==> src/rtl/mem_access_unit_if.sv <==
// Bundle of the EX-side, data-memory and MEM/WB-side signals of mem_access_unit.
// master: the memory access unit itself; slave: the surrounding pipeline/memory.
interface mem_access_unit_if #(
  parameter int unsigned XLEN       = 64,
  parameter int unsigned REG_ADDR_W = 5
);
  logic                  in_valid;
  logic                  in_ready;
  logic [XLEN-1:0]       in_alu_res;
  logic [XLEN-1:0]       in_store_data;
  logic                  in_is_load;
  logic                  in_is_store;
  logic [1:0]            in_size;
  logic                  in_unsigned;
  logic                  in_rd_wen;
  logic [REG_ADDR_W-1:0] in_rd_addr;
  logic [XLEN-1:0]       in_pc;

  logic                  dmem_req_valid;
  logic                  dmem_req_ready;
  logic                  dmem_we;
  logic [XLEN-1:0]       dmem_addr;
  logic [XLEN-1:0]       dmem_wdata;
  logic [7:0]            dmem_wmask;
  logic                  dmem_resp_valid;
  logic [XLEN-1:0]       dmem_rdata;

  logic                  out_valid;
  logic                  out_ready;
  logic                  out_rd_wen;
  logic [REG_ADDR_W-1:0] out_rd_addr;
  logic [XLEN-1:0]       out_result;
  logic [XLEN-1:0]       out_pc;
  logic                  out_misalign;
  logic                  busy;

  modport master (
    input  in_valid, in_alu_res, in_store_data, in_is_load, in_is_store,
           in_size, in_unsigned, in_rd_wen, in_rd_addr, in_pc,
    output in_ready,
    output dmem_req_valid, dmem_we, dmem_addr, dmem_wdata, dmem_wmask,
    input  dmem_req_ready, dmem_resp_valid, dmem_rdata,
    output out_valid, out_rd_wen, out_rd_addr, out_result, out_pc, out_misalign,
    input  out_ready,
    output busy
  );

  modport slave (
    output in_valid, in_alu_res, in_store_data, in_is_load, in_is_store,
           in_size, in_unsigned, in_rd_wen, in_rd_addr, in_pc,
    input  in_ready,
    input  dmem_req_valid, dmem_we, dmem_addr, dmem_wdata, dmem_wmask,
    output dmem_req_ready, dmem_resp_valid, dmem_rdata,
    input  out_valid, out_rd_wen, out_rd_addr, out_result, out_pc, out_misalign,
    output out_ready,
    input  busy
  );
endinterface

==> src/rtl/mem_access_unit.sv <==
// Memory access stage: turns an EX result into a data-memory load/store,
// aligns load data / store lanes, flags misaligned accesses, and presents one
// registered writeback result per instruction to the MEM/WB register.
module mem_access_unit #(
  parameter int unsigned XLEN       = 64,
  parameter int unsigned REG_ADDR_W = 5
) (
  input  logic            clk,
  input  logic            rst_n,
  mem_access_unit_if.master bus
);

  typedef enum logic [1:0] {IDLE, REQ, WAIT, DONE} state_t;

  state_t state, next_state;

  logic                  accept;
  logic                  rdy;
  logic                  in_mem;
  logic                  in_store_eff;
  logic                  in_aligned;
  logic [2:0]            in_off;

  logic [XLEN-1:0]       r_addr;
  logic [XLEN-1:0]       r_store_data;
  logic [1:0]            r_size;
  logic                  r_unsigned;
  logic                  r_load;
  logic                  r_store;
  logic                  r_rd_wen;
  logic [REG_ADDR_W-1:0] r_rd_addr;
  logic [XLEN-1:0]       r_pc;
  logic                  r_misalign;
  logic [XLEN-1:0]       r_result;

  logic [XLEN-1:0]       rdata_shifted;
  logic [XLEN-1:0]       load_value;
  logic [7:0]            size_mask;

  // Decode of the op currently presented by EX (load wins over store).
  always_comb begin
    in_mem       = bus.in_is_load | bus.in_is_store;
    in_store_eff = bus.in_is_store & ~bus.in_is_load;
    in_off       = bus.in_alu_res[2:0];
    case (bus.in_size)
      2'd0:    in_aligned = 1'b1;
      2'd1:    in_aligned = (in_off[0] == 1'b0);
      2'd2:    in_aligned = (in_off[1:0] == 2'b00);
      default: in_aligned = (in_off == 3'b000);
    endcase
  end

  // State register; reset returns to IDLE at once, abandoning any request.
  always_ff @(posedge clk or negedge rst_n) begin
    if (!rst_n) state <= IDLE;
    else        state <= next_state;
  end

  // Next-state and input handshake; a new accept in DONE overrides the IDLE return.
  always_comb begin
    next_state = state;
    rdy        = 1'b0;
    case (state)
      IDLE: rdy = 1'b1;
      REQ:  if (bus.dmem_req_ready) next_state = WAIT;
      WAIT: if (bus.dmem_resp_valid) next_state = DONE;
      DONE: if (bus.out_ready) begin
              rdy        = 1'b1;
              next_state = IDLE;
            end
    endcase
    accept = bus.in_valid & rdy;
    if (accept) next_state = (in_mem && in_aligned) ? REQ : DONE;
  end

  // Load data alignment and sign/zero extension from the registered access.
  always_comb begin
    rdata_shifted = bus.dmem_rdata >> {r_addr[2:0], 3'b000};
    case (r_size)
      2'd0:    load_value = {{(XLEN-8){~r_unsigned & rdata_shifted[7]}}, rdata_shifted[7:0]};
      2'd1:    load_value = {{(XLEN-16){~r_unsigned & rdata_shifted[15]}}, rdata_shifted[15:0]};
      2'd2:    load_value = {{(XLEN-32){~r_unsigned & rdata_shifted[31]}}, rdata_shifted[31:0]};
      default: load_value = rdata_shifted;
    endcase
    case (r_size)
      2'd0:    size_mask = 8'h01;
      2'd1:    size_mask = 8'h03;
      2'd2:    size_mask = 8'h0F;
      default: size_mask = 8'hFF;
    endcase
  end

  // Capture of the accepted op and the registered writeback value.
  always_ff @(posedge clk or negedge rst_n) begin
    if (!rst_n) begin
      r_addr       <= '0;
      r_store_data <= '0;
      r_size       <= '0;
      r_unsigned   <= 1'b0;
      r_load       <= 1'b0;
      r_store      <= 1'b0;
      r_rd_wen     <= 1'b0;
      r_rd_addr    <= '0;
      r_pc         <= XLEN'(32'h8000_0000);
      r_misalign   <= 1'b0;
      r_result     <= '0;
    end else if (accept) begin
      r_addr       <= bus.in_alu_res;
      r_store_data <= bus.in_store_data;
      r_size       <= bus.in_size;
      r_unsigned   <= bus.in_unsigned;
      r_load       <= bus.in_is_load;
      r_store      <= in_store_eff;
      r_rd_addr    <= bus.in_rd_addr;
      r_pc         <= bus.in_pc;
      r_misalign   <= in_mem & ~in_aligned;
      r_rd_wen     <= bus.in_rd_wen & ~(in_mem & ~in_aligned) & ~in_store_eff;
      r_result     <= (in_mem && in_aligned) ? '0 : bus.in_alu_res;
    end else if (state == WAIT && bus.dmem_resp_valid && r_load) begin
      r_result     <= load_value;
    end
  end

  assign bus.in_ready       = rdy;
  assign bus.dmem_req_valid = (state == REQ);
  assign bus.dmem_we        = (state == REQ) & r_store;
  assign bus.dmem_addr      = {r_addr[XLEN-1:3], 3'b000};
  assign bus.dmem_wdata     = r_store_data << {r_addr[2:0], 3'b000};
  assign bus.dmem_wmask     = (state == REQ && r_store) ? (size_mask << r_addr[2:0]) : '0;
  assign bus.out_valid      = (state == DONE);
  assign bus.out_rd_wen     = r_rd_wen;
  assign bus.out_rd_addr    = r_rd_addr;
  assign bus.out_result     = r_result;
  assign bus.out_pc         = r_pc;
  assign bus.out_misalign   = r_misalign;
  assign bus.busy           = (state != IDLE);

endmodule

==> src/flat_wrapper.sv <==
// flat-port wrapper written by rule: the top's interface ports become plain ports
module mem_access_unit_flat 
#(
  parameter int unsigned XLEN       = 64,
  parameter int unsigned REG_ADDR_W = 5
)
  (clk, rst_n, bus_in_valid, bus_in_alu_res, bus_in_store_data, bus_in_is_load, bus_in_is_store, bus_in_size, bus_in_unsigned, bus_in_rd_wen, bus_in_rd_addr, bus_in_pc, bus_in_ready, bus_dmem_req_valid, bus_dmem_we, bus_dmem_addr, bus_dmem_wdata, bus_dmem_wmask, bus_dmem_req_ready, bus_dmem_resp_valid, bus_dmem_rdata, bus_out_valid, bus_out_rd_wen, bus_out_rd_addr, bus_out_result, bus_out_pc, bus_out_misalign, bus_out_ready, bus_busy);
  mem_access_unit_if #(.XLEN(XLEN), .REG_ADDR_W(REG_ADDR_W)) bus_i ();
  input  logic clk;
  input  logic rst_n;
  input wire logic [$bits(bus_i.in_valid)-1:0] bus_in_valid;
  input wire logic [$bits(bus_i.in_alu_res)-1:0] bus_in_alu_res;
  input wire logic [$bits(bus_i.in_store_data)-1:0] bus_in_store_data;
  input wire logic [$bits(bus_i.in_is_load)-1:0] bus_in_is_load;
  input wire logic [$bits(bus_i.in_is_store)-1:0] bus_in_is_store;
  input wire logic [$bits(bus_i.in_size)-1:0] bus_in_size;
  input wire logic [$bits(bus_i.in_unsigned)-1:0] bus_in_unsigned;
  input wire logic [$bits(bus_i.in_rd_wen)-1:0] bus_in_rd_wen;
  input wire logic [$bits(bus_i.in_rd_addr)-1:0] bus_in_rd_addr;
  input wire logic [$bits(bus_i.in_pc)-1:0] bus_in_pc;
  output wire logic [$bits(bus_i.in_ready)-1:0] bus_in_ready;
  output wire logic [$bits(bus_i.dmem_req_valid)-1:0] bus_dmem_req_valid;
  output wire logic [$bits(bus_i.dmem_we)-1:0] bus_dmem_we;
  output wire logic [$bits(bus_i.dmem_addr)-1:0] bus_dmem_addr;
  output wire logic [$bits(bus_i.dmem_wdata)-1:0] bus_dmem_wdata;
  output wire logic [$bits(bus_i.dmem_wmask)-1:0] bus_dmem_wmask;
  input wire logic [$bits(bus_i.dmem_req_ready)-1:0] bus_dmem_req_ready;
  input wire logic [$bits(bus_i.dmem_resp_valid)-1:0] bus_dmem_resp_valid;
  input wire logic [$bits(bus_i.dmem_rdata)-1:0] bus_dmem_rdata;
  output wire logic [$bits(bus_i.out_valid)-1:0] bus_out_valid;
  output wire logic [$bits(bus_i.out_rd_wen)-1:0] bus_out_rd_wen;
  output wire logic [$bits(bus_i.out_rd_addr)-1:0] bus_out_rd_addr;
  output wire logic [$bits(bus_i.out_result)-1:0] bus_out_result;
  output wire logic [$bits(bus_i.out_pc)-1:0] bus_out_pc;
  output wire logic [$bits(bus_i.out_misalign)-1:0] bus_out_misalign;
  input wire logic [$bits(bus_i.out_ready)-1:0] bus_out_ready;
  output wire logic [$bits(bus_i.busy)-1:0] bus_busy;
  assign bus_i.in_valid = bus_in_valid;
  assign bus_i.in_alu_res = bus_in_alu_res;
  assign bus_i.in_store_data = bus_in_store_data;
  assign bus_i.in_is_load = bus_in_is_load;
  assign bus_i.in_is_store = bus_in_is_store;
  assign bus_i.in_size = bus_in_size;
  assign bus_i.in_unsigned = bus_in_unsigned;
  assign bus_i.in_rd_wen = bus_in_rd_wen;
  assign bus_i.in_rd_addr = bus_in_rd_addr;
  assign bus_i.in_pc = bus_in_pc;
  assign bus_in_ready = bus_i.in_ready;
  assign bus_dmem_req_valid = bus_i.dmem_req_valid;
  assign bus_dmem_we = bus_i.dmem_we;
  assign bus_dmem_addr = bus_i.dmem_addr;
  assign bus_dmem_wdata = bus_i.dmem_wdata;
  assign bus_dmem_wmask = bus_i.dmem_wmask;
  assign bus_i.dmem_req_ready = bus_dmem_req_ready;
  assign bus_i.dmem_resp_valid = bus_dmem_resp_valid;
  assign bus_i.dmem_rdata = bus_dmem_rdata;
  assign bus_out_valid = bus_i.out_valid;
  assign bus_out_rd_wen = bus_i.out_rd_wen;
  assign bus_out_rd_addr = bus_i.out_rd_addr;
  assign bus_out_result = bus_i.out_result;
  assign bus_out_pc = bus_i.out_pc;
  assign bus_out_misalign = bus_i.out_misalign;
  assign bus_i.out_ready = bus_out_ready;
  assign bus_busy = bus_i.busy;
  mem_access_unit #(.XLEN(XLEN), .REG_ADDR_W(REG_ADDR_W)) u_core (.clk(clk), .rst_n(rst_n), .bus(bus_i));
endmodule
==> config.mk <==
export PLATFORM = sky130hd
export DESIGN_NAME = mem_access_unit_flat
export DESIGN_NICKNAME = d
export VERILOG_FILES = /design/src/rtl/mem_access_unit_if.sv /design/src/rtl/mem_access_unit.sv /design/src/flat_wrapper.sv
export SDC_FILE = /design/constraint.sdc
export NUM_CORES = 1
export LEC_CHECK = 0
export CAP_MARGIN = 10
export CORE_AREA = 2 2 215 217
export DETAILED_ROUTE_END_ITERATION = 16
export DIE_AREA = 0 0 217 219
export DONT_BUFFER_PORTS = 1
export GPL_ROUTABILITY_DRIVEN = 0
export GPL_TIMING_DRIVEN = 0
export HOLD_SLACK_MARGIN = 0.1
export SLEW_MARGIN = 5
export SYNTH_ARGS = -nofsm -noshare
export SYNTH_HDL_FRONTEND = slang
export SYNTH_SLANG_ARGS = --single-unit
==> constraint.sdc <==
create_clock -name clk -period 3.9 [get_ports clk]
set_input_delay 0.78 -clock clk [delete_from_list [all_inputs] [get_ports clk]]
set_output_delay 0.78 -clock clk [all_outputs]
set_load 0.05 [all_outputs]
# Yosys cells after proc, flatten, opt, wreduce, memory -nomap -nowiden
# Cells that the tools add are included.
# classes
addsub	0
n_mul	0
div	0
order_cmp	0
eq_ne	10
shift	3
muxes	15
bitwise	16
reduce_logical	13
# ops
operator	n
64-bit 2-to-1 mux	3
64-bit case mux with 3 select lines	1
64-bit by 6-bit left shift with 64-bit output	1
64-bit by 6-bit right shift with 64-bit output	1
8-bit case mux with 3 select lines	1
2-bit 2-to-1 mux	5
1-bit AND	9
2-bit == test, second input constant	4
2-bit zero test	4
8-bit 2-to-1 mux	1
8-bit by 3-bit left shift with 8-bit output	1
2-bit by 1-bit == test with 1-bit output, second input constant	3
3-bit by 1-bit != test with 1-bit output, second input constant	2
1-bit NOT	6
2-bit case mux with 3 select lines	1
1-bit logical AND	4
4-bit AND reduction	1
2-bit nonzero test	2
4-bit nonzero test	1
3-bit zero test	1
3-bit by 2-bit != test with 1-bit output, second input constant	1
1-bit case mux with 3 select lines	1
1-bit case mux with 2 select lines	1
1-bit 2-to-1 mux	1
1-bit OR	1
# word_totals
regBits	270
latch_bits	0
ramBits	0
mem_bits_ro	0
in_bits	273
output_inout_bits	276
wordCells	69
n_memories	0

# Logic depth before layout (Yosys ltp)
# Gate-level depths: netlist of the first run.
# logic_depth
word_depth	7
depth_mapped	10

# Worst setup path after synthesis of the first run
# No wires, ideal clock.
# synth_timing
path_type	reg-to-output
start	reg u_core.state[1]
end	out bus_dmem_wmask[2]
t_arrival_ns	3.710
t_required_ns	3.120
setup_slack_ns	-0.590
path_stages_with_launch	5
path_cell_list	dfrtp_1 -> inv_1 -> ha_1 -> nand2_1 -> a2111oi_0
# synth_via
elab_chain_len	3
# synth_lines
element	line	source
start: declaration	mem_access_unit.sv:15	state_t state, next_state;
start signal: assignment	mem_access_unit.sv:56	else state <= next_state;
2-bit by 1-bit == test with 1-bit output	-	
net bus_dmem_req_valid	flat_wrapper.sv:22	output wire logic [$bits(bus_i.dmem_req_valid)-1:0] bus_dmem_req_valid;
1-bit logical AND	mem_access_unit.sv:129	assign bus.dmem_wmask = (state == REQ && r_store) ? (size_mask << r_addr[2:0]) : '0;
8-bit 2-to-1 mux	mem_access_unit.sv:129	
end: declaration	flat_wrapper.sv:26	output wire logic [$bits(bus_i.dmem_wmask)-1:0] bus_dmem_wmask;
# The timed path passes the listed nets, and every way through them passes these cells.

# Worst setup path in the final report of the first run
# layout_timing
start	reg u_core.r_addr[0]
end	out bus_dmem_wdata[29]
# layout_via
elab_chain_len	1
# layout_lines
element	line	source
start: declaration	mem_access_unit.sv:24	logic [XLEN-1:0] r_addr;
start signal: assignment	mem_access_unit.sv:108	r_addr <= bus.in_alu_res;
64-bit by 6-bit left shift with 64-bit output	mem_access_unit.sv:128	assign bus.dmem_wdata = r_store_data << {r_addr[2:0], 3'b000};
end: declaration	flat_wrapper.sv:25	output wire logic [$bits(bus_i.dmem_wdata)-1:0] bus_dmem_wdata;
# Every way passes these cells.

==> impl_metrics.yaml, run 1 <==
layout:
  seq_area_sq_mm: 0.006758
  multi_input_area_sq_mm: 0.008069
  fin_nets: 2139
  final_area_sq_mm: 0.01789
  area_growth_pct: 16.14
  drive_gt1_share_pct: 17.55
  n_fill_cell: 4629
sta:
  timing.fmax_mhz: 262.2
  finalCritPeriodShare_pct: 97.79
  tightest_slew_ns: 1.354
  drv_slew: 0
  holdWs_ns: -0.1166
  fin_skew_ns: 0.009077
  final_hold_viol_count: 226
  rsz0062_at_grt: "true"
  setup_ws_ns: 0.08630
  finalSetupViolCount: 0
  min_period_ns: 3.814
  relSlewSlack_pct: 8.606
grt:
  grt_max_degree: 271
  antenna_found_initial: 14
  grt-ovfl-total: 0
  grt_pass1_vias: 14080
  grt_util_all_layers_pct: 28.85
  grt_pass1_wl_mm: 100.8
route:
  via_count: 14430
  viasPerCell: 5.787
  dr.pass1.iters: 6
  ant_nets: 0
  drc: 0
  wl_per_cell_microns: 28.66
  drt_iter0_markers: 1462
  wirelength_mm: 71.44
outcome:
  status: "finished, violations left"
  violations: "negative hold slack"
placement:
  place_hpwl_mm: 56.38
  port_buffers: 0
  dp_slack_ns: -0.1304
  place_area_sq_mm: 0.01624
clock_network:
  clk_pin_slew_ns: 0.07
  cts_buffers: 30
  worstSkewPairLatency_ns: 0.60
  htree_levels: 1
  cts_buffer_depth: 3
  clockRootBuffer: "clkbuf_16"
  cts_tree: "done"
  cts_sinks: 270
floorplan:
  core_sq_mm: 0.04509
  row_count: 78
  io_pins: 549
  initial_core_util_pct: 34.15
  die_h_microns: 219
  die-width_microns: 217
  die_area_sq_mm: 0.04752
critical_path:
  cp_max_fo: 10
  crit_arrival_ns: 3.03
  cp-start-kind: "flop"
  cp_slowest_stage_delay_ns: 0.60
  crit_required_ns: 3.12
  crit_path_top_delay_cell: "nor2b_2"
  crit_top_cell: "buf_4"
  end_kind: "output pin"
  worst_r2r_path_depth: 7
  crit_chain: "buf_4 > buf_4 > clkinv_1 > buf_1 > mux2i_1 > nor2b_2"
  worst-setup-path-type: "flop to output pin"
  rrSetupSlack_ns: 0.22
yosys:
  syn_inst: 1827
  yosysTopAreaCell: "dfrtp_1"
  ys_warn_count: 0
  async_flop_share_pct: 100.0
  ys_ff_latch: 270
  synth_top_area_share_pct: 43.71
  synth.area.top_cells: "dfrtp_1 44%, nand2_1 16%, mux2i_1 7.7%, buf_4 3.7%, nor2_1 2.3%"
  yosysUniqueCellTypes: 56
  synth_seq_area_share_pct: 43.88
  synth_area_sq_mm: 0.01540
  synthFlopType: "dfrtp_1"
  synth_edf_count: 0
  syn_area_per_cell_sq_um: 8.429
min_path:
  hold_path_class: "input port to asynchronous set/reset pin"
run:
  max_cap_violations: 0
## layout make-up
type | count | share of cell area (%)
Sequential cell | 270 | 37.78
Inverter | 9 | 0.2099
Buffer | 197 | 6.247
Multi-Input combinational cell | 1351 | 45.11
Antenna cell | 7 | 0.09794
Tap cell | 600 | 4.197
Timing Repair Buffer | 3 | 0.1679
Clock inverter | 20 | 1.693
Clock buffer | 36 | 4.491
## kinds of logic after synthesis
group,synth area share [%]
fa+ha+maj,0.3250
other cells,0.02435
compound gates,13.24
mux,12.20
flops,43.88
simple gates,22.99
buf+inv,7.329
## synth_stat cells (14+ instances only)
library cell,instances
nor3_1,26
nand2_1,671
mux2i_1,118
a22oi_1,46
o22ai_1,45
a211oi_1,26
a21oi_1,60
dfrtp_1,269
mux2_2,28
buf_2,38
nor2_1,94
o21ai_0,69
clkbuf_1,78
nor2b_1,16
and2_1,14
buf_4,76
mux4_2,15
a31oi_1,14
## stage by stage
stage | utilization [%] | cells | setup TNS [ns]
final | 39.67 | 2493 | 0
after global routing | 39.66 | 2492 | -0.1234
after CTS | 39.37 | 2485 | 0
after detailed placement | 36.02 | 2431 | -0.2528
after global placement | 35.84 | 2429 | -2.693
after floorplan | - | 1829 | 0
## final timing paths
path	endpoint	start
worst min-delay path	u_core.r_addr[55]	rst_n
worst min register to register	u_core.r_addr[43]	u_core.r_addr[43]
worst max register to register	u_core.r_addr[12]	u_core.state[0]
min in group clk	u_core.bus.out_pc[31]	bus_in_pc[31]
max in group asynchronous	u_core.r_store_data[34]	rst_n
worst max-delay path	bus_dmem_wdata[29]	u_core.r_addr[0]
## placed cells by master, fill, tap and decap left out, types with 6 or more instances in the layout
master,synthesis,layout
nor2_1,94,75
nand2_1,671,670
o22ai_2,3,11
bufinv_16,0,6
a22oi_1,46,46
o311ai_0,6,6
nor2b_1,16,13
mux2i_1,118,108
mux4_2,15,15
clkbuf_1,78,70
inv_1,8,7
o211ai_1,6,6
a211oi_2,10,10
a211oi_4,0,6
nand2b_1,10,10
a211oi_1,26,20
a31oi_1,14,14
clkbuf_16,0,30
buf_4,76,79
nor3_1,26,22
and2_1,14,9
o22ai_1,45,29
clkinvlp_4,0,6
nand3b_1,7,7
diode_2,0,7
o21ai_2,1,6
o2bb2ai_1,6,6
mux2i_4,0,6
mux2_2,28,28
nor2_2,0,17
dfrtp_1,269,269
a21oi_1,60,60
o21ai_0,69,60
buf_2,38,34
nand3_1,13,13
clkbuf_2,0,10
o22ai_4,0,8
## sequential cells by signal (all words and copies together), names as in the netlist
register / count
u_core.r_load: 1
u_core.r_size: 2
u_core.bus.out_rd_wen: 1
u_core.state: 2
u_core.r_unsigned: 1
u_core.bus.out_result: 64
u_core.bus.out_rd_addr: 5
u_core.r_store_data: 64
u_core.r_store: 1
u_core.r_addr: 64
u_core.bus.out_pc: 64
u_core.bus.out_misalign: 1
## what timing repair did
action | 4_1_cts | 5_1_grt
cloned | 0 | 0
endpoints found under the setup margin | 65 | 48
gates resized for setup | 88 | 36
pin swaps | 1 | 7
hold endpoints to repair | 270 | 269
setup buffers | 0 | 0
## routing by layer
| metal | global-route usage [%] | up-vias | part of all wire [%] |
|---|---|---|---|
| met4 | 11.58 | 10 | 4.7 |
| met2 | 47.99 | 942 | 47 |
| met1 | 34.21 | 7078 | 37 |
| li1 | - | 6196 | - |
| met3 | 9.841 | 200 | 12 |
| met5 | 0 | - | 0.099 |
## critical path, delay by kind of cell (launching register included)
kind          cells  cell delay, ns
buf+inv           4            1.14
flops             1            0.36
simple gates      1            0.60
mux               1            0.33
Power of run 1 is left out: the tool's default activity adds up to more than one toggle a clock period on the data nets, which glitch-free logic cannot reach.
==> inputs of run 2 (changes only) <==
Clock period 3.9 ns to 4.6 ns, I/O delays scaled along.
==> impl_metrics.yaml, run 2 (synthesized netlist as in run 1, its figures left out) <==
sta:
  holdWs_ns: 0.02583
  finalCritPeriodShare_pct: 98.76
  min_period_ns: 4.543
  final_hold_viol_count: 0
  relSlewSlack_pct: 12.01
  finalSetupViolCount: 0
  tightest_slew_ns: 1.303
  timing.fmax_mhz: 220.1
  drv_slew: 0
  rsz0062_at_grt: "true"
  fin_skew_ns: 0.01013
critical_path:
  cp_max_fo: 10
  end_kind: "output pin"
  worst_r2r_path_depth: 7
  crit_path_top_delay_cell: "mux2i_1"
  crit_required_ns: 3.68
  rrSetupSlack_ns: 0.75
  r2r-end: "u_core.r_addr[12]"
  crit_arrival_ns: 3.62
  crit_chain: "buf_2 > buf_4 > buf_2 > buf_2 > buf_2 > mux2i_1"
  cp_slowest_stage_delay_ns: 1.02
  r2r_start: "u_core.state[0]"
  worst-setup-path-type: "flop to output pin"
  crit_top_cell: "buf_2"
  cp-start-kind: "flop"
route:
  via_count: 14330
  drt_iter0_markers: 1567
  ant_nets: 0
  wl_per_cell_microns: 28.53
  dr.pass1.iters: 6
  wirelength_mm: 71.24
  viasPerCell: 5.740
  drc: 0
clock_network:
  cts_buffer_depth: 3
  cts_buffers: 30
  htree_levels: 1
  cts_setup_buffers: 0
  clockRootBuffer: "clkbuf_16"
  worstSkewPairLatency_ns: 0.59
  clk_pin_slew_ns: 0.07
  cts_tree: "done"
  cts_sinks: 270
floorplan:
  initial_core_util_pct: 34.15
  row_count: 78
  die-width_microns: 217
  die_h_microns: 219
  die_area_sq_mm: 0.04752
  core_sq_mm: 0.04509
  io_pins: 549
grt:
  antenna_found_initial: 13
  grt_pass1_wl_mm: 100.1
  grt_pass1_vias: 13900
  grt-ovfl-total: 0
  grt_util_all_layers_pct: 28.71
  grt_max_degree: 271
placement:
  placedCellCount: 2431
  place_area_sq_mm: 0.01624
  port_buffers: 0
  place_hpwl_mm: 56.38
layout:
  fin_nets: 2141
  multi_input_area_sq_mm: 0.007645
  layout.cells.most_common_list: "670 x nand2_1, 269 x dfrtp_1, 116 x mux2i_1, 93 x nor2_1, 81 x clkbuf_1"
  area_growth_pct: 13.28
  final_common_cell: "nand2_1"
  n_fill_cell: 4667
  layout.cells.non_filler: 2497
  seq_area_sq_mm: 0.006758
  drive_gt1_share_pct: 14.14
  final_area_sq_mm: 0.01744
outcome:
  status: "completed"
min_path:
  hold_path_class: "input port to asynchronous set/reset pin"
run:
  max_cap_violations: 0
==> run 2: worst max-delay path: cells and delay by family, from the launching register on <==
kind                   cells  cell delay [ns]
buffers and inverters      5             1.59
flip-flops                 1             0.41
multiplexers               1             1.02
==> run 2: metrics by stage <==
| stage | setup TNS, ns | util (%) | worst slack, ns |
|---|---|---|---|
| 2_1_floorplan | 0 | - | 0.6468 |
| 3_3_place_gp | -0.2049 | 35.84 | -0.1835 |
| 3_5_place_dp | 0 | 36.02 | 0.4296 |
| 4_1_cts | 0 | 38.50 | 0.06320 |
| 5_1_grt | -0.1841 | 38.67 | -0.04656 |
| 6_report | 0 | 38.69 | 0.05712 |
==> run 2: final cells by class <==
cell class	instances	area share, %
multi-input cells	1351	43.82
clock inverters	20	1.736
repair buffers	3	0.1721
plain buffers	199	6.276
inverters	9	0.2152
flip-flops and latches	270	38.74
clock buffers	36	4.605
diodes	9	0.1291
well taps	600	4.304
==> run 2: how the worst max path moves through the flow <==
stage / start / end / slack (ns) / cells after the start
after floorplan: u_core.state[1] / bus_dmem_wmask[2] / 0.65 / 4
after global placement: u_core.state[1] / bus_dmem_wmask[2] / -0.18 / 4
after detailed placement: u_core.state[1] / bus_dmem_wmask[1] / 0.43 / 6
after CTS: u_core.r_addr[2] / bus_dmem_wdata[55] / 0.06 / 6
after global routing: u_core.r_addr[2] / bus_dmem_wdata[52] / -0.05 / 6
final: u_core.r_addr[2] / bus_dmem_wdata[52] / 0.06 / 6
==> run 2: timing repair <==
item,in CTS,in global routing
pin swaps,0,1
hold endpoints to repair,269,269
resized for setup,3,10
setup endpoints to repair,2,15
==> run 2: routing by layer <==
metal	wire length (microns)	part of all wire, %	track usage [%]
met1	26290	37	33.97
met2	33580	47	47.97
met3	8258	12	10.08
met4	3063	4.3	10.78
met5	49	0.069	0
Power of run 2 is left out for the same reason.
